[config.mk]
export PLATFORM = sky130hd
export DESIGN_NAME = alu_operand_fetch
export DESIGN_NICKNAME = d
export VERILOG_FILES = /design/src/rtl/proc_pkg.sv /design/src/rtl/reg_file_8x13.sv /design/src/rtl/alu_operand_fetch.sv
export SDC_FILE = /design/constraint.sdc
export NUM_CORES = 1
export LEC_CHECK = 0
export BUFFER_PORTS_ARGS = -buffer_cell sky130_fd_sc_hd__buf_2
export CORE_MARGIN = 2
export CORE_UTILIZATION = 58
export DETAILED_ROUTE_END_ITERATION = 8
export HOLD_SLACK_MARGIN = 0.12
export PLACE_DENSITY = 0.8
export SLEW_MARGIN = 20
export SYNTH_ARGS = -nofsm -noshare
export SYNTH_HDL_FRONTEND = slang
export SYNTH_SLANG_ARGS = --single-unit
[constraint.sdc]
create_clock -name i_clk -period 2.55 [get_ports i_clk]
set_input_delay 0 -clock i_clk [delete_from_list [all_inputs] [get_ports i_clk]]
set_output_delay 0 -clock i_clk [all_outputs]
set_load 0.005 [all_outputs]
[src/rtl/proc_pkg.sv]
// Shared definitions for the 13-bit multi-cycle processor: widths, opcodes,
// instruction field positions, operand-fetch FSM encoding and field helpers.
package proc_pkg;

  localparam int DATA_W = 13;
  localparam int NREG   = 8;
  localparam int OPC_W  = 4;
  localparam int RIDX_W = 3;

  localparam logic [OPC_W-1:0] NOP = 4'd0;
  localparam logic [OPC_W-1:0] ADD = 4'd1;
  localparam logic [OPC_W-1:0] SUB = 4'd2;
  localparam logic [OPC_W-1:0] MUL = 4'd3;
  localparam logic [OPC_W-1:0] DIV = 4'd4;
  localparam logic [OPC_W-1:0] AND = 4'd5;
  localparam logic [OPC_W-1:0] OR  = 4'd6;
  localparam logic [OPC_W-1:0] XOR = 4'd7;
  localparam logic [OPC_W-1:0] J   = 4'd8;
  localparam logic [OPC_W-1:0] BEQ = 4'd9;
  localparam logic [OPC_W-1:0] BGT = 4'd10;
  localparam logic [OPC_W-1:0] BLT = 4'd11;
  localparam logic [OPC_W-1:0] BNE = 4'd12;
  localparam logic [OPC_W-1:0] SW  = 4'd13;
  localparam logic [OPC_W-1:0] LD  = 4'd14;
  localparam logic [OPC_W-1:0] LSL = 4'd15;

  localparam int OPC_MSB = 12;
  localparam int OPC_LSB = 9;
  localparam int RD_MSB  = 8;
  localparam int RD_LSB  = 6;
  localparam int RS1_MSB = 5;
  localparam int RS1_LSB = 3;
  localparam int RS2_MSB = 2;
  localparam int RS2_LSB = 0;

  typedef enum logic [1:0] {
    IDLE  = 2'd0,
    READ  = 2'd1,
    ISSUE = 2'd2
  } fetch_state_t;

  function automatic logic [OPC_W-1:0] inst_opcode(input logic [DATA_W-1:0] inst);
    return inst[OPC_MSB:OPC_LSB];
  endfunction

  function automatic logic [RIDX_W-1:0] inst_rd(input logic [DATA_W-1:0] inst);
    return inst[RD_MSB:RD_LSB];
  endfunction

  function automatic logic [RIDX_W-1:0] inst_rs1(input logic [DATA_W-1:0] inst);
    return inst[RS1_MSB:RS1_LSB];
  endfunction

  function automatic logic [RIDX_W-1:0] inst_rs2(input logic [DATA_W-1:0] inst);
    return inst[RS2_MSB:RS2_LSB];
  endfunction

endpackage

[src/rtl/reg_file_8x13.sv]
// 8 x 13-bit architectural register file: two asynchronous read ports, one
// synchronous write port, R0 hardwired to zero, asynchronous active-low clear.
module reg_file_8x13
  import proc_pkg::*;
(
  input  logic              i_clk,
  input  logic              i_rst_n,
  input  logic              i_we,
  input  logic [RIDX_W-1:0] i_waddr,
  input  logic [DATA_W-1:0] i_wdata,
  input  logic [RIDX_W-1:0] i_raddr_a,
  input  logic [RIDX_W-1:0] i_raddr_b,
  output logic [DATA_W-1:0] o_rdata_a,
  output logic [DATA_W-1:0] o_rdata_b
);

  logic [DATA_W-1:0] regs [NREG];

  // Storage: cleared on reset; writes to R0 are dropped so it stays zero.
  always_ff @(posedge i_clk or negedge i_rst_n) begin
    if (!i_rst_n) begin
      for (int i = 0; i < NREG; i++) regs[i] <= '0;
    end else if (i_we && (i_waddr != '0)) begin
      regs[i_waddr] <= i_wdata;
    end
  end

  // Read ports: R0 is forced to zero independent of storage contents.
  always_comb begin
    o_rdata_a = (i_raddr_a == '0) ? '0 : regs[i_raddr_a];
    o_rdata_b = (i_raddr_b == '0) ? '0 : regs[i_raddr_b];
  end

endmodule

[src/rtl/alu_operand_fetch.sv]
// Decode / operand-fetch stage in front of the ALU. Latches one instruction,
// reads rs1/rs2 from the register file and presents registered operands.
// Optional macro OPFETCH_WB_BYPASS_EN: forward same-cycle writeback data into
// the operand snapshot taken in READ (default: read-before-write).
//
// state | meaning
// IDLE  | ready for an instruction, latches i_inst on i_inst_valid
// READ  | register file read, operands/opcode/rd captured into outputs
// ISSUE | o_valid high, outputs held until i_alu_ready
module alu_operand_fetch
  import proc_pkg::*;
(
  input  logic              i_clk,
  input  logic              i_rst_n,
  input  logic [DATA_W-1:0] i_inst,
  input  logic              i_inst_valid,
  output logic              o_inst_ready,
  input  logic              i_wb_en,
  input  logic [RIDX_W-1:0] i_wb_addr,
  input  logic [DATA_W-1:0] i_wb_data,
  output logic [OPC_W-1:0]  o_opcode,
  output logic [DATA_W-1:0] o_dataA,
  output logic [DATA_W-1:0] o_dataB,
  output logic [RIDX_W-1:0] o_rd,
  output logic              o_valid,
  input  logic              i_alu_ready
);

  fetch_state_t      state;
  logic [DATA_W-1:0] inst_q;
  logic [RIDX_W-1:0] rs1;
  logic [RIDX_W-1:0] rs2;
  logic [DATA_W-1:0] rf_a;
  logic [DATA_W-1:0] rf_b;
  logic [DATA_W-1:0] opnd_a;
  logic [DATA_W-1:0] opnd_b;

  assign rs1 = inst_rs1(inst_q);
  assign rs2 = inst_rs2(inst_q);

  reg_file_8x13 u_reg_file (
    .i_clk     (i_clk),
    .i_rst_n   (i_rst_n),
    .i_we      (i_wb_en),
    .i_waddr   (i_wb_addr),
    .i_wdata   (i_wb_data),
    .i_raddr_a (rs1),
    .i_raddr_b (rs2),
    .o_rdata_a (rf_a),
    .o_rdata_b (rf_b)
  );

  // Operand select: register value, optionally overridden by a same-cycle write.
  always_comb begin
    opnd_a = rf_a;
    opnd_b = rf_b;
`ifdef OPFETCH_WB_BYPASS_EN
    if (i_wb_en && (i_wb_addr == rs1) && (rs1 != '0)) opnd_a = i_wb_data;
    if (i_wb_en && (i_wb_addr == rs2) && (rs2 != '0)) opnd_b = i_wb_data;
`endif
  end

  // Sequencer with registered handshake and operand outputs.
  always_ff @(posedge i_clk or negedge i_rst_n) begin
    if (!i_rst_n) begin
      state        <= IDLE;
      inst_q       <= '0;
      o_inst_ready <= 1'b1;
      o_valid      <= 1'b0;
      o_opcode     <= NOP;
      o_dataA      <= '0;
      o_dataB      <= '0;
      o_rd         <= '0;
    end else begin
      case (state)
        IDLE: begin
          if (i_inst_valid) begin
            inst_q       <= i_inst;
            o_inst_ready <= 1'b0;
            state        <= READ;
          end
        end
        READ: begin
          o_dataA  <= opnd_a;
          o_dataB  <= opnd_b;
          o_opcode <= inst_opcode(inst_q);
          o_rd     <= inst_rd(inst_q);
          o_valid  <= 1'b1;
          state    <= ISSUE;
        end
        ISSUE: begin
          if (i_alu_ready) begin
            o_valid      <= 1'b0;
            o_inst_ready <= 1'b1;
            state        <= IDLE;
          end
        end
        default: begin
          o_valid      <= 1'b0;
          o_inst_ready <= 1'b1;
          state        <= IDLE;
        end
      endcase
    end
  end

endmodule

# ---- Yosys cells after proc, flatten, opt, wreduce, memory -nomap -nowiden
# Index checks and enable logic that the tools add are counted.
dict set report totals {
  in_bits 34
  register_bits 154
  output_inout_bits 35
  wordCells 58
}
dict set report classes {
  n_reduce_logical 10
  eq_ne 4
  bitwise 5
  mux 19
  magnitude_cmp 4
}
# cell count
set op_table {}
lappend op_table {{$bwmux 104} 1}
lappend op_table {{$mux 13} 7}
lappend op_table {{$bmux 13 s3} 2}
lappend op_table {{$demux 13 s3} 1}
lappend op_table {{$ge 4x4->1 const B} 3}
lappend op_table {{$not 3->4} 3}
lappend op_table {{$logic_not 3->1} 2}
lappend op_table {{$pmux 1 s3} 2}
lappend op_table {{$pmux 2 s3} 1}
lappend op_table {{$reduce_and 2->1} 3}
lappend op_table {{$lt 4x1->1 const B} 1}
lappend op_table {{$mux 2} 2}
lappend op_table {{$ne 2x2->1 const B} 2}
lappend op_table {{$mux 1} 3}
lappend op_table {{$reduce_and 3->1} 1}
lappend op_table {{$reduce_bool 3->1} 1}
lappend op_table {{$eq 2x1->1 const B} 1}
lappend op_table {{$eq 2x2->1 const B} 1}
lappend op_table {{$logic_and 1x1->1} 2}
lappend op_table {{$logic_not 2->1} 1}
lappend op_table {{$not 1->1} 2}

# ---- Depth between registers and ports, before layout
dict set report depth {
  word_depth 6
  ltp_mapped 6
  depth_no_buf 4
}

# ---- Modules after synthesis
# Synthesis repeated with hierarchy kept, for this count alone.
dict set report hier_totals {
  hier_cells 482
  hier_area_um2 6952.9
}
# module seq_area_each_um2 cells_per_inst instances area_per_inst_um2
set by_module_without_submodules {}
lappend by_module_without_submodules {reg_file_8x13 2277.2 372 1 4909.7}
lappend by_module_without_submodules {alu_operand_fetch 1252.5 110 1 2043.2}

# ---- Worst setup path before layout
# No wires, ideal clock.
dict set report synth_timing {
  path_type {reg2reg}
  from {register state[0]}
  to {register inst_q[10]}
  slack_ps 1152
  setup_ps 125
  t_arrival_ps 1273
  required_time_ps 2425
  path_buffers 1
  synth_period_minus_slack_ps 1398
  path_stages_with_launch 5
  cell_sequence {dfrtp_1 nand2b_1 nor2_2 buf_4 mux2_2}
}
dict set report synth_via {
  elab_chain_cells 2
}
# item line
set synth_rtl {}
lappend synth_rtl {{start: declaration} alu_operand_fetch.sv:29} ;# fetch_state_t state;
lappend synth_rtl {{start signal: assignment} alu_operand_fetch.sv:66} ;# state <= IDLE;
lappend synth_rtl {{start signal: assignment} alu_operand_fetch.sv:80} ;# state <= READ;
lappend synth_rtl {{start signal: assignment} alu_operand_fetch.sv:89} ;# state <= ISSUE;
lappend synth_rtl {{$logic_not 2->1} alu_operand_fetch.sv:75} ;# case (state)
lappend synth_rtl {{$reduce_and 2->1 (no source line)} --}
lappend synth_rtl {{end signal: assignment} alu_operand_fetch.sv:78} ;# inst_q <= i_inst;
lappend synth_rtl {{end: declaration} alu_operand_fetch.sv:30} ;# logic [DATA_W-1:0] inst_q;
# No other way between the ends.
# A chain may end at the register's enable or synchronous reset.

# ---- Worst setup path in the final report
dict set report layout_timing {
  from {register state[0]}
  to {register inst_q[9]}
}
# Same word-level chain as after synthesis.

==> run_results.csv <==
group,metric,value,unit
detailed_routing,vias,4853,
die,core-area,11400,sq um
cells_and_area,design_area,8260,sq um
worst_setup_path,path_max_fanout,14,
clocking,cts_tree,"built",
sta,rsz0062_at_grt,"no",
placement,place_area,7270,sq um
clocking,cts.htree.levels,4,
clocking,cts_root_buf,"clkbuf_16",
sta,final.period_utilization,0.694,
grt,met2_usage,0.464,
clocking,clockBufferDepth,2,
cells_and_area,area_growth,22.2,%
grt,grt_util_met1,0.360,
yosys,synth_area_per_cell,13.1,sq um
run_status,outcome,"finished clean",
worst_setup_path,crit_arrival,2.08,ns
power,p_int,6.71,mW
grt,grt.total_usage,0.280,
power,vdd_drop_max,1.30,mV
placement,portBuffers,68,
die,rows,39,
grt,grt_max_degree,67,
detailed_routing,drc,0,
yosys,syn-cell-area,6760,sq um
worst_hold_path,hold_class,"in -> async",
power,seq_power_share,0.360,
detailed_routing,wl,16700,microns
yosys,async_flop_share,1.00,
yosys,synth_flop_cell,"dfrtp_1",
grt,grtUsageMet3,0.0588,
yosys,ys_seq_area_frac,0.522,
yosys,synthCells,516,
grt,grt-ovfl-total,0,
worst_setup_path,critical_path_class,"reg -> reg",
detailed_routing,drtIter0Drc,317,
flow_run,maxCapViolations,0,
power,p_per_area,1220,nW/um^2
yosys,synth-seq-cells,141,
yosys,ys_warn_count,0,
die,die_y,112,microns
placement,dp_hpwl,10500,microns
die,die_w,112,microns
yosys,synth_fp_nets,550,
yosys,synth_edf_count,0,
sta,fin_crit,1.77,ns
worst_setup_path,crit_required,2.86,ns
placement,gp_congestion,0.826,
cells_and_area,layout-drive-gt1-share,0.393,
grt,grt_pass1_vias,5181,
grt,grt_pass1_wl,27100,microns
power,p_sw,3.35,mW
sta,setup_violations,0,
sta,clock_skew,0.00777,ns
die,die_area,12500,sq um
worst_setup_path,cp-end-kind,"flip-flop",
die,top_level_ports,69,
power,power_frac_comb,0.357,
clocking,cts_buffers,17,
power,p_sw_frac,0.333,
sta,drv_slew,0,
yosys,synth.distinct_cells,33,
sta,slew_headroom,0.495,
sta,finalHoldViolCount,0,
detailed_routing,via_per_inst,6.29,
cells_and_area,nets,650,
sta,fmax,0.565,GHz
detailed_routing,dr.pass1.iters,5,
cells_and_area,nFillCells,781,
grt,antenna_found_initial,0,
clocking,clkSinkCount,141,
worst_setup_path,worstSetupStartpointType,"flip-flop",
cells_and_area,antenna_cells,0,
detailed_routing,wl_per_cell,21.7,microns
power,p_leak,3.70,nW
clocking,path_clk_slew,0.06,ns
sta,tns,0,ns
clocking,clock_latency,0.43,ns
die,start_util,0.592,
grt,top_usage_layer,"met2",
sta,tightest_slew,0.757,ns
power,power.share.clock,0.283,
detailed_routing,ant_nets,0,
==> worst paths after layout <==
kind | startpoint | end | slack [ns] | depth (start not counted)
worst max-delay path | state[0] | inst_q[9] | 0.78 | 3
worst min-delay path | i_rst_n | u_reg_file.regs[76] | 0.14 | 2
min in group i_clk | i_wb_addr[0] | u_reg_file.regs[42] | 0.25 | 4
worst min register to register | o_rd[2] | o_rd[2] | 0.47 | 2
max in group asynchronous | i_rst_n | o_inst_ready | 1.57 | 3
worst max register to register | state[0] | inst_q[9] | 0.78 | 3
==> layout by cell type (no fill, tap or decap), types with 2 or more instances in the layout <==
master	count
buf_12	3
clkinv_2	2
bufinv_16	6
mux2i_1	66
a22oi_1	2
nor2_1	4
dlygate4sd3_1	30
dfrtp_1	138
nand2b_1	5
a21oi_1	20
mux2_2	116
nand4b_1	3
a221oi_1	4
nand2_1	31
a211oi_1	19
o221ai_1	21
dfrtp_2	2
o31ai_1	3
clkbuf_8	4
o21ai_0	2
o22a_1	21
buf_4	20
buf_2	67
nor2b_1	3
o22ai_1	3
and4bb_2	2
clkbuf_16	17
==> logic make-up after synthesis <==
group / share of synthesized area
AND/OR/NAND/NOR: 0.0403
multiplexers: 0.294
buffers and inverters: 0.0346
flip-flops: 0.522
AO/OA/AOI/OAI: 0.109
==> stage by stage <==
stage	worst slack [ns]	hold slack [ns]	total power [mW]	std cells	util
3_5_place_dp	0.770	0.0365	7.12	710	0.637
2_1_floorplan	1.15	-0.296	5.96	516	-
6_report	0.780	0.140	10.1	772	0.724
4_1_cts	0.761	0.162	10.1	772	0.724
3_3_place_gp	0.858	0.0234	6.91	710	0.637
5_1_grt	0.616	0.209	10.6	772	0.724
==> power by group through the flow <==
stage | Clock (mW) | Sequential [mW] | Combinational (mW)
6_report | 2.85 | 3.62 | 3.59
5_1_grt | 2.98 | 3.71 | 3.87
4_1_cts | 2.88 | 3.60 | 3.59
3_5_place_dp | 0 | 3.62 | 3.50
3_3_place_gp | 0 | 3.56 | 3.35
2_1_floorplan | 0 | 3.39 | 2.57
==> synth_stat cells, drive strengths merged, types with 4 or more instances <==
master	number	area (sq um)
nor2	5	21.3
nor2b	4	25.0
mux2i	66	661
o221ai	21	184
mux2	116	1310
a221oi	4	35.0
dfrtp	140	3500
a21oi	20	100
buf	31	200
clkbuf	9	33.8
a211oi	19	143
nand2b	5	31.3
o22a	21	184
nand2	31	116
==> critical path, stage by stage (launching register included) <==
cell and delay, ns:
dfrtp_1 0.43, nand2b_1 0.20, nor2_2 0.59, mux2_2 0.42
==> per-layer routing <==
layer / up-vias / routed length, microns / share of wire
met5: - / 0 / 0
met4: 0 / 549 / 0.033
met3: 42 / 785 / 0.047
met2: 146 / 8310 / 0.50
met1: 2504 / 7080 / 0.42
li1: 2161 / - / -
==> layout make-up <==
cell class                 instances  area [sq um]  share of cell area
clock inverter                    10           206              0.0250
tap                              143           179              0.0217
sequential                       141          3530               0.427
multi-input combinational        335          3010               0.364
clock buffer                      22           484              0.0586
timing repair buffer             121           857               0.104
==> sequential cells by signal, indices dropped and copies added (netlist names) <==
name             count
u_reg_file.regs     91
o_inst_ready         1
o_valid              1
o_dataA             13
state                2
o_opcode             4
inst_q              13
o_dataB             13
o_rd                 3
==> what timing repair did <==
| item | CTS | global route |
|---|---|---|
| endpoints found under the hold margin | 171 | 0 |
| hold buffers | 30 | 0 |
| gates resized for setup | 0 | 0 |
| buffers inserted | 0 | 0 |
No activity file was read; power rests on OpenSTA's default activity.
